<file path="src/rtl/ram_master.sv">
// ram_master: initiator for the 4x8 RAM port.
// Takes single read/write or whole-array fill commands over a valid/ready
// handshake, sequences the RAM pins and returns one response pulse per command.
// Optional build macro RAM_READBACK_EN: each write cycle is followed by a
// read-back verify cycle. rsp_err reports any mismatch, and rsp_rdata returns
// the value read back.
//
// state  | meaning
// -------+---------------------------------------------------------------
// IDLE   | req_ready=1, waiting for req_valid
// WR     | single write cycle, mem_rw=1
// RD     | single read cycle, mem_out sampled at cycle end
// FILL   | one write cycle per address, addr_q acts as the sweep counter
// VFY    | read-back of the address just written (RAM_READBACK_EN only)
// RESP   | rsp_valid=1 for exactly one cycle
module ram_master #(
  parameter int DW    = 8,
  parameter int DEPTH = 4
) (
  input  logic          clk,
  input  logic          rst_n,
  input  logic          req_valid,
  output logic          req_ready,
  input  logic          req_write,
  input  logic          req_fill,
  input  logic [1:0]    req_addr,
  input  logic [DW-1:0] req_wdata,
  output logic          rsp_valid,
  output logic [DW-1:0] rsp_rdata,
  output logic          rsp_err,
  output logic          mem_s0,
  output logic          mem_s1,
  output logic [DW-1:0] mem_data,
  output logic          mem_rw,
  input  logic [DW-1:0] mem_out
);

  localparam logic [1:0] LAST_ADDR = 2'(DEPTH - 1);

  typedef enum logic [2:0] {
    S_IDLE = 3'd0,
    S_WR   = 3'd1,
    S_RD   = 3'd2,
    S_FILL = 3'd3,
`ifdef RAM_READBACK_EN
    S_VFY  = 3'd4,
`endif
    S_RESP = 3'd5
  } state_t;

  state_t        state_q, state_d;
  logic [1:0]    addr_q, addr_d;
  logic [DW-1:0] wdata_q, wdata_d;
  logic [DW-1:0] rdata_q, rdata_d;
  logic          err_q, err_d;
`ifdef RAM_READBACK_EN
  logic          fill_q, fill_d;
  logic          err_acc_q, err_acc_d;
`endif

  logic          req_ready_q, req_ready_d;
  logic          rsp_valid_q, rsp_valid_d;
  logic [1:0]    mem_sel_q, mem_sel_d;
  logic [DW-1:0] mem_data_q, mem_data_d;
  logic          mem_rw_q, mem_rw_d;

  // State and command/response datapath registers
  always_ff @(posedge clk or negedge rst_n) begin
    if (!rst_n) begin
      state_q   <= S_IDLE;
      addr_q    <= 2'b00;
      wdata_q   <= '0;
      rdata_q   <= '0;
      err_q     <= 1'b0;
`ifdef RAM_READBACK_EN
      fill_q    <= 1'b0;
      err_acc_q <= 1'b0;
`endif
    end else begin
      state_q   <= state_d;
      addr_q    <= addr_d;
      wdata_q   <= wdata_d;
      rdata_q   <= rdata_d;
      err_q     <= err_d;
`ifdef RAM_READBACK_EN
      fill_q    <= fill_d;
      err_acc_q <= err_acc_d;
`endif
    end
  end

  // Next-state decode; the response fields only change on entry to RESP
  always_comb begin
    state_d   = state_q;
    addr_d    = addr_q;
    wdata_d   = wdata_q;
    rdata_d   = rdata_q;
    err_d     = err_q;
`ifdef RAM_READBACK_EN
    fill_d    = fill_q;
    err_acc_d = err_acc_q;
`endif
    case (state_q)
      S_IDLE: begin
        if (req_valid && req_ready_q) begin
          wdata_d = req_wdata;
`ifdef RAM_READBACK_EN
          fill_d    = req_fill;
          err_acc_d = 1'b0;
`endif
          if (req_fill) begin
            addr_d  = 2'b00;
            state_d = S_FILL;
          end else begin
            addr_d  = req_addr;
            state_d = req_write ? S_WR : S_RD;
          end
        end
      end
      S_WR: begin
`ifdef RAM_READBACK_EN
        state_d = S_VFY;
`else
        state_d = S_RESP;
        rdata_d = wdata_q;
        err_d   = 1'b0;
`endif
      end
      S_RD: begin
        state_d = S_RESP;
        rdata_d = mem_out;
        err_d   = 1'b0;
      end
      S_FILL: begin
`ifdef RAM_READBACK_EN
        state_d = S_VFY;
`else
        addr_d = addr_q + 2'd1;
        if (addr_q == LAST_ADDR) begin
          state_d = S_RESP;
          rdata_d = wdata_q;
          err_d   = 1'b0;
        end
`endif
      end
`ifdef RAM_READBACK_EN
      S_VFY: begin
        err_acc_d = err_acc_q | (mem_out != wdata_q);
        if (!fill_q || (addr_q == LAST_ADDR)) begin
          state_d = S_RESP;
          rdata_d = mem_out;
          err_d   = err_acc_d;
        end else begin
          state_d = S_FILL;
          addr_d  = addr_q + 2'd1;
        end
      end
`endif
      S_RESP: state_d = S_IDLE;
      default: state_d = S_IDLE;
    endcase
  end

  // Output decode from the upcoming state so every pin comes straight off a flop
  always_comb begin
    req_ready_d = (state_d == S_IDLE);
    rsp_valid_d = (state_d == S_RESP);
    mem_rw_d    = (state_d == S_WR) || (state_d == S_FILL);
    mem_sel_d   = 2'b00;
    mem_data_d  = '0;
    case (state_d)
      S_WR, S_FILL: begin
        mem_sel_d  = addr_d;
        mem_data_d = wdata_d;
      end
      S_RD: mem_sel_d = addr_d;
`ifdef RAM_READBACK_EN
      S_VFY: mem_sel_d = addr_d;
`endif
      default: ;
    endcase
  end

  // Registered RAM pins and handshake outputs
  always_ff @(posedge clk or negedge rst_n) begin
    if (!rst_n) begin
      req_ready_q <= 1'b1;
      rsp_valid_q <= 1'b0;
      mem_sel_q   <= 2'b00;
      mem_data_q  <= '0;
      mem_rw_q    <= 1'b0;
    end else begin
      req_ready_q <= req_ready_d;
      rsp_valid_q <= rsp_valid_d;
      mem_sel_q   <= mem_sel_d;
      mem_data_q  <= mem_data_d;
      mem_rw_q    <= mem_rw_d;
    end
  end

  assign req_ready = req_ready_q;
  assign rsp_valid = rsp_valid_q;
  assign rsp_rdata = rdata_q;
  assign rsp_err   = err_q;
  assign mem_s0    = mem_sel_q[1];
  assign mem_s1    = mem_sel_q[0];
  assign mem_data  = mem_data_q;
  assign mem_rw    = mem_rw_q;

endmodule

</file>
<file path="config.mk">
export PLATFORM = sky130hd
export DESIGN_NAME = ram_master
export DESIGN_NICKNAME = d
export VERILOG_FILES = /design/src/rtl/ram_master.sv
export SDC_FILE = /design/constraint.sdc
export NUM_CORES = 1
export LEC_CHECK = 0
export CORE_MARGIN = 10
export CORE_UTILIZATION = 42
export CTS_BUF_LIST = sky130_fd_sc_hd__clkbuf_8 sky130_fd_sc_hd__clkbuf_16
export DETAILED_ROUTE_END_ITERATION = 16
export HOLD_SLACK_MARGIN = 0.12
export PLACE_DENSITY = 0.75
export SETUP_SLACK_MARGIN = 0.5
export SLEW_MARGIN = 20
export SYNTH_ARGS = -nofsm -noshare
export SYNTH_HDL_FRONTEND = slang
export SYNTH_SLANG_ARGS = --single-unit
</file>
<file path="constraint.sdc">
create_clock -name clk -period 1.6 [get_ports clk]
set_input_delay 0.4 -clock clk [delete_from_list [all_inputs] [get_ports clk]]
set_output_delay 0.4 -clock clk [all_outputs]
set_load 0.05 [all_outputs]
</file>
# Word-level counts from Yosys, hierarchy flattened
# Index checks and enable logic that the tools add are counted.
# Widths: inputs -> output; s select.
# word_totals
register_bits	35
input_bits	23
elab_cells	47
# classes
addsub	1
eq_ne	9
muxes	16
reduce_logical	11
# op_table
op	count
$mux 8	4
$pmux 8 s3	1
$eq 3x2->1 const B	4
$mux 2	5
$pmux 3 s3	1
$eq 3x1->1 const B	2
$logic_not 3->1	2
$mux 3	2
$pmux 2 s2	1
$reduce_and 2->1	2
$reduce_or 2->1	2
$eq 3x3->1 const B	1
$reduce_bool 3->1	1
$reduce_or 3->1	1
$add 2x1->2 const B	1
$eq 2x2->1 const B	1
$ne 2x2->1 const B	1
$pmux 1 s2	1
$reduce_bool 2->1	1
$logic_and 1x1->1	1
$logic_or 1x1->1	1
$mux 1	1

# Longest topological paths before layout
# Gate-level depths: netlist of the first run.
# depth
ltp_word	7
depth_mapped	7
mapped_depth_nobuf	5

# Least setup slack after synthesis of the first run
# Ideal clock, no wire load.
# synth_path
path_type	register to register
startpoint	register req_ready_q (netlist: req_ready)
endpoint	register wdata_q[0]
setup_time_ns	0.125
arrival_time_ns	1.546
t_required_ns	1.475
path_slack_ns	-0.071
path_stages_with_launch	4
path_buffers	0
synth_period_minus_slack_ns	1.671
path_cell_list	dfstp_2 -> nand4bb_4 -> nor2_2 -> mux2_2
# synth_between
elab_chain_len	3
# synth_lines
item	line	rtl
start, declared	61	logic req_ready_q, req_ready_d;
start signal, assigned	193	req_ready_q <= req_ready_d;
$logic_and 1x1->1	105	if (req_valid && req_ready_q) begin
$mux 8	105	
$mux 8	103	case (state_q)
via wdata_d[0]	53	logic [DW-1:0] wdata_q, wdata_d;
end signal, assigned	82	wdata_q <= wdata_d;
end, declared	53	
# The timed path passes the listed nets, and every way through them passes these cells.
# A chain may end at the register's enable or synchronous reset.

# Worst setup path in the final report of the first run
# layout_path
startpoint	register addr_q[0]
endpoint	register rdata_q[1] (netlist: rsp_rdata[1])
# layout_between
elab_chain_len	3
# layout_lines
item	line	rtl
start, declared	52	logic [1:0] addr_q, addr_d;
start signal, assigned	81	addr_q <= addr_d;
$eq 2x2->1	139	if (addr_q == LAST_ADDR) begin
$ne 2x2->1 (no source line)	-	
$reduce_and 2->1 (no source line)	-	
end signal, assigned	83	rdata_q <= rdata_d;
end, declared	54	logic [DW-1:0] rdata_q, rdata_d;
# Every way passes these cells.

==> key figures, run 1 <==
Job
  – Max Cap Viol: 0

Clocking
  – TritonCTS clock tree: built
  – Total CTS buffers: 5
  – Cts hold-fix bufs: 0
  – H-tree Lvls: 2
  – Clk Tree Root Cell: clkbuf_8
  – Worst-path clk slew: 60 ps
  – Clock sink total: 34
  – Worst-Skew Late Latency: 290 ps
  – Clk buf depth: 2

Setup path
  – Critical Path RT: 1800 ps
  – Crit-path cells: ha_2, and3b_4, or3_4, clkbuf_16, o21ai_1
  – Critical path class: register to register
  – CP bufs+invs: 1
  – Slowest CP cell: or3_4
  – CP peak stage delay: 380 ps
  – Critical Path Start Type: register
  – Setup crit end kind: register
  – Highest net fanout along the worst path: 4
  – Top delay family on crit path: simple AND/OR/NAND/NOR gates
  – Worst EP arrival: 1760 ps

Pwr
  – Switching pwr: between 2000 and 2500 uW
  – Max VDD drop: between 1500 and 2000 uV
  – Leak Pwr: 0.00118 uW
  – Power density over the cells: about 2100 nW/um^2
  – Clock share of power: between 10% and 20%
  – Sequential power share: slightly below 30%
  – Internal power: 3260 uW
  – Combinational share of power: 60.0%
  – Sw Share: roughly two fifths

Global route
  – GRT Overall Usage: a little over an eighth
  – Largest net degree at the start of global routing: 35
  – Initial antenna violation count: 0
  – Total gr overflow: 0
  – Vias in the first global route: 1334
  – First-pass GRT wire length: 6.75 mm

Route
  – Initial DRC count: 60
  – DRT Pass-1 Iters: 4
  – WL final: roughly 4.8 mm
  – Vias/cell: 5.14
  – Average wire per standard cell: 19.2 um
  – DRC: 0
  – Via count: around 1300
  – Routed Antenna Nets: 0

Timing
  – Max-slew violation count: 0
  – Final setup viols: 0
  – Worst hold margin: 479 ps
  – F_max: approximately 640 MHz
  – Final Hold Vio Count: 0
  – Setup ws final: 42.4 ps
  – RSZ-0062 raised after global routing: true
  – Fin crit share: 97.3%
  – Clk_skew: roughly 4.2 ps
  – Final min period: 1560 ps

Synth
  – Ys async rst share: 100%
  – EDFF count, synth: 0
  – Mapped Cells: 130
  – Fraction of the yosys area taken by sequential cells: approximately 56%
  – Ys Warns: 0
  – Primary FF master, synth: dfrtp_1
  – Distinct cells, synth: 35
  – Area of the mapped netlist: 1510 sq um
  – Avg Inst Size Synth: 11.6 sq um
  – Syn_nets: about 150
  – Flops & latches, synth: 34

Floorplanning
  – FP Rows: 21
  – Effective utilization at floorplan: 44.2%
  – Die width: between 70 and 80 um
  – Die Height: 80.0 um
  – Core Footprint: roughly 3400 sq um
  – I/O Pins: 45
  – Die ar.: 6400 sq um

Cells and area
  – Area occupied by registers: 858 sq um
  – Commonest non-fill, non-tap cells in the layout: 31 x dfrtp_1, 23 x buf_12, 21 x clkdlybuf4s50_1
  – Fillers: 198
  – Cell area after layout: roughly 2700 sq um
  – Share of layout cells above drive strength 1: 50.5%
  – Layout area overhead: 78.8%
  – Layout Utilization: 79.1%
  – # diodes: 0
  – Multi-input logic area: 744 sq um
  – Most common cell after layout, fill and taps aside: dfrtp_1
  – NumNets Final: 226

Placement
  – Post-DP HPWL: 3.04 mm
  – DP Worst Slack: -347 ps
  – Port Buf Inserts: 43
  – Area post-placement: 2290 sq um
  – GP Congestion: between 0.8 and 0.9

Status
  – Outcome: finished clean

Hold path
  – Hold Crit Class: primary input to async pin
## power groups by stage
stage	Clock [uW]	Combinational, uW	Sequential (uW)
2_1_floorplan	0	986	2020
3_3_place_gp	0	2510	1590
3_5_place_dp	0	2580	1610
4_1_cts	589	2760	1610
5_1_grt	625	3500	1680
6_report	575	3330	1650
## cell families (layout without fill, tap and decap cells)
family	Yosys count	after routing	synth area share [%]
AO/OA/AOI/OAI	28	28	12.3
adder cells (fa/ha/maj)	1	1	0.828
buffers and inverters	11	82	4.64
flip-flops	34	34	56.4
multiplexers	16	16	11.3
other	1	1	0.248
AND/OR/NAND/NOR	39	40	14.3
## worst register-to-register path: stages (launching register included)
cell and delay (ps):
dfrtp_1 360, ha_2 180, and3b_4 200, or3_4 380
clkbuf_16 180, o21ai_1 170
## registers in the layout (all words and copies together), names as in the netlist
register,flops
state_q,3
rsp_rdata,8
req_ready,1
wdata_q,8
mem_sel_q,2
mem_data,8
addr_q,2
mem_rw,1
rsp_valid,1
## cell usage after synthesis (2+ instances only)
master | instances | area [sq um]
nor2_2 | 2 | 12.5
a21oi_1 | 3 | 15.0
a21o_1 | 2 | 15.0
o21ai_0 | 2 | 10.0
nand2_1 | 9 | 33.8
buf_6 | 3 | 33.8
a22oi_1 | 8 | 60.1
inv_1 | 2 | 7.51
mux2i_1 | 8 | 80.1
mux2_2 | 8 | 90.1
nor2_1 | 16 | 60.1
clkbuf_1 | 2 | 7.51
o21ai_1 | 8 | 40.0
dfrtp_1 | 33 | 826
nor2b_1 | 3 | 18.8
nor3b_1 | 2 | 15.0
## repair_timing
item	in CTS	in global routing
setup endpoints to repair	55	55
gates cloned	2	3
pin swaps	13	15
buffers inserted	3	10
resized for setup	21	37
## routing by layer
layer	part of all wire, %	track usage [%]
met2	53	23.0
met3	6.4	5.63
met5	0	0
met1	39	14.8
met4	0.92	5.63
## area by class of cell
class	count	share of cell area, %
clock buffer	5	2.55
clock inverter	2	0.278
timing repair buffer	73	35.1
inverter	2	0.648
tap	46	2.13
sequential	34	31.8
multi-input combinational	86	27.5
## path summary, 6_finish.rpt
check	from	endpoint	slack [ps]	cells past startpoint
max	addr_q[0]	rsp_rdata[1]	40	5
min	rst_n	rsp_rdata[6]	480	2
max reg2reg	addr_q[0]	rsp_rdata[1]	40	5
min reg2reg	rsp_rdata[7]	rsp_rdata[7]	550	2
max in group asynchronous	rst_n	req_ready	870	2
min in group clk	rsp_rdata[7]	rsp_rdata[7]	550	2
## metrics by stage
stage          instances  setup TNS [ps]  power (uW)
2_1_floorplan        130               0        3010
3_3_place_gp         223           -3980        4100
3_5_place_dp         223           -5270        4190
4_1_cts              235               0        4970
5_1_grt              248          -0.189        5800
6_report             248               0        5550
(Power assumes the default switching activity.)
==> run 2: changes to the inputs <==
- CORE_ASPECT_RATIO: unset -> 1.2
- CORE_UTILIZATION: 42 -> 46
- PLACE_DENSITY: 0.75 -> 0.78
- clock period: 1.6 -> 1.47 ns (I/O delays scaled with it)
==> run 2 against run 1 <==
Compared with the run above:
- the flow now finishes with violations (setup timing)
- register-to-register slack got worse by 90 ps
- clock power up 11%
- sequential share of layout area increased by 1.0 points
- critical path depth down 3
- combinational power increased by 3%
- sequential power grew 7%
- final cell count shrank 6.9%
- wire length down 4.4%
- critical endpoint is now req_ready
==> key figures, run 2 (synthesis gave the netlist of run 1 again) <==
Placement
  – GP Congestion: 0.845 (was 0.828)
  – Port Buf Inserts: 43 (unchanged)
  – Post-DP HPWL: 3.18 mm (was 3.04 mm)
  – Inst Count DP: 218 (was 223)

Setup path
  – Critical Path Start Type: register (unchanged)
  – Critical path class: register to output port (was register to register)
  – Setup crit end kind: output port (was register)
  – Highest net fanout along the worst path: 4 (unchanged)
  – Critical Path RT: 1100 ps (was 1800 ps)
  – Worst EP arrival: 1170 ps (was 1760 ps)

Floorplanning
  – Core Footprint: 3110 sq um (was 3420 sq um)
  – FP Rows: 22 (was 21)
  – Die Height: 82.8 um (was 80.0 um)
  – Effective utilization at floorplan: 48.6% (was 44.2%)
  – I/O Pins: 45 (unchanged)
  – Die ar.: 5990 sq um (was 6400 sq um)
  – Die width: 72.3 um (was 80.0 um)

Clocking
  – Clock sink total: 34 (unchanged)
  – Clk buf depth: 2 (unchanged)
  – H-tree Lvls: 2 (unchanged)
  – Clk Tree Root Cell: clkbuf_8 (unchanged)
  – TritonCTS clock tree: built (unchanged)
  – Cts hold-fix bufs: 0 (unchanged)
  – Worst-path clk slew: 60 ps (about the same)
  – Total CTS buffers: 5 (unchanged)
  – Worst-Skew Late Latency: 290 ps (about the same)

Global route
  – GR peak layer: met2 (unchanged)
  – GR Util met1: 15.5% (was 14.8%)
  – First-pass GRT wire length: 7.02 mm (was 6.75 mm)
  – Total gr overflow: 0 (unchanged)
  – Largest net degree at the start of global routing: 35 (unchanged)
  – Initial antenna violation count: 0 (unchanged)
  – Vias in the first global route: 1413 (was 1334)
  – Met3 Use GR: 6.55% (was 5.63%)
  – GRT Overall Usage: 15.2% (was 13.7%)
  – M2 GR Usage: 26.4% (was 23.0%)

Timing
  – Setup ws final: -66.9 ps (was 42.4 ps)
  – Final setup viols: 18 (was 0)
  – Clk_skew: 3.97 ps (was 4.20 ps)
  – Fin crit share: 105%
  – Total negative slack: -649 ps (was 0 ps)
  – Final min period: 1540 ps
  – RSZ-0062 raised after global routing: true (unchanged)
  – Final Hold Vio Count: 0 (unchanged)
  – Max-slew violation count: 0 (unchanged)
  – F_max: 651 MHz

Pwr
  – Power, Total: 5840 uW (was 5550 uW)
  – Leak Pwr: 0.00116 uW (was 0.00118 uW)
  – Clock share of power: 11.0% (was 10.4%)
  – Combinational share of power: 58.9% (was 60.0%)
  – Internal power: 3460 uW (was 3260 uW)
  – Max VDD drop: 2100 uV (was 1640 uV)
  – Sequential power share: 30.2% (was 29.7%)
  – Power density over the cells: 2240 nW/um^2 (was 2050 nW/um^2)
  – Sw Share: 40.8% (was 41.3%)
  – Switching pwr: 2380 uW (was 2290 uW)

Cells and area
  – Most common cell after layout, fill and taps aside: dfrtp_1 (unchanged)
  – Share of layout cells above drive strength 1: 43.6% (was 50.5%)
  – Layout Utilization: 83.9% (was 79.1%)
  – Post-Layout Cell Count: 231 (was 248)
  – NumNets Final: 219 (was 226)
  – Layout area overhead: 72.7% (was 78.8%)
  – # diodes: 0 (unchanged)
  – Commonest non-fill, non-tap cells in the layout: 33 x dfrtp_1, 24 x buf_12, 21 x clkdlybuf4s50_1 (was 31 x dfrtp_1, 23 x buf_12, 21 x clkdlybuf4s50_1)

Route
  – Average wire per standard cell: 19.7 um (was 19.2 um)
  – WL final: 4.56 mm (was 4.77 mm)
  – DRT Pass-1 Iters: 4 (unchanged)
  – Routed Antenna Nets: 0 (unchanged)
  – DRC: 0 (unchanged)
  – Initial DRC count: 68 (was 60)
  – Vias/cell: 5.45 (was 5.14)
  – Via count: 1260 (was 1274)

Status
  – Failing checks: setup timing
  – Outcome: finished with violations (was finished clean)

Job
  – Max Cap Viol: 0 (unchanged)

Hold path
  – Hold Crit Class: primary input to async pin (unchanged)
[run 2: changes by cell type in the layout (fill, tap and decap cells not counted), sizes merged]
cell  change
buf       -6
nor2      -1
[run 2: layout make-up]
class	count	area, sq um
inverters	2	7.51
multi-input cells	85	726
clock inverters	2	10.0
flip-flops and latches	34	856
fillers	158	500
clock buffers	5	68.8
well taps	36	45.0
repair buffers	67	897
[run 2: final timing paths]
path | cells after the start | slack, ps | to | start
max | 2 | -70 | req_ready | req_ready
min | 2 | 440 | rsp_valid | rst_n
max reg2reg | 6 | -50 | rsp_rdata[1] | addr_q[0]
min reg2reg | 2 | 570 | rsp_rdata[3] | rsp_rdata[3]
max in group asynchronous | 2 | 780 | req_ready | rst_n
min in group clk | 2 | 570 | rsp_rdata[3] | rsp_rdata[3]
[run 2: worst max-delay path: stages, from the launching register on]
cell and delay [ps]:
dfstp_4 650, buf_6 110, buf_12 120
[run 2: power groups by stage]
stage | registers, uW | clock network, uW | logic (uW)
after CTS | 1750 | 655 | 3180
after global routing | 1800 | 695 | 3610
after global placement | 1710 | 0 | 2820
after detailed placement | 1740 | 0 | 2910
after floorplan | 2200 | 0 | 1070
final | 1760 | 640 | 3440
[run 2: repair_timing]
action,CTS,global route
pin swaps,10,14
resized for setup,26,12
setup endpoints to repair,55,55
buffers inserted,3,1
gates cloned,1,1
[run 2: metrics by stage]
step	worst slack (ps)	hold WS, ps	area (sq um)
3_3_place_gp	-335	501	2310
4_1_cts	-69.3	444	2530
2_1_floorplan	-95.9	71.9	1550
5_1_grt	-112	462	2610
6_report	-66.9	444	2610
3_5_place_dp	-417	517	2310
[run 2: routing by layer]
| layer | vias to the layer above | wire (um) |
|---|---|---|
| met2 | 42 | 2470 |
| met4 | 0 | 60 |
| li1 | 580 | - |
| met1 | 632 | 1730 |
| met3 | 6 | 294 |
| met5 | - | 0 |
==> run 3: changes to the inputs <==
- HOLD_SLACK_MARGIN: 0.12 -> 0.15
==> results of run 3 <==
No change in the layout: final DEF, timing and power equal those of run 2.
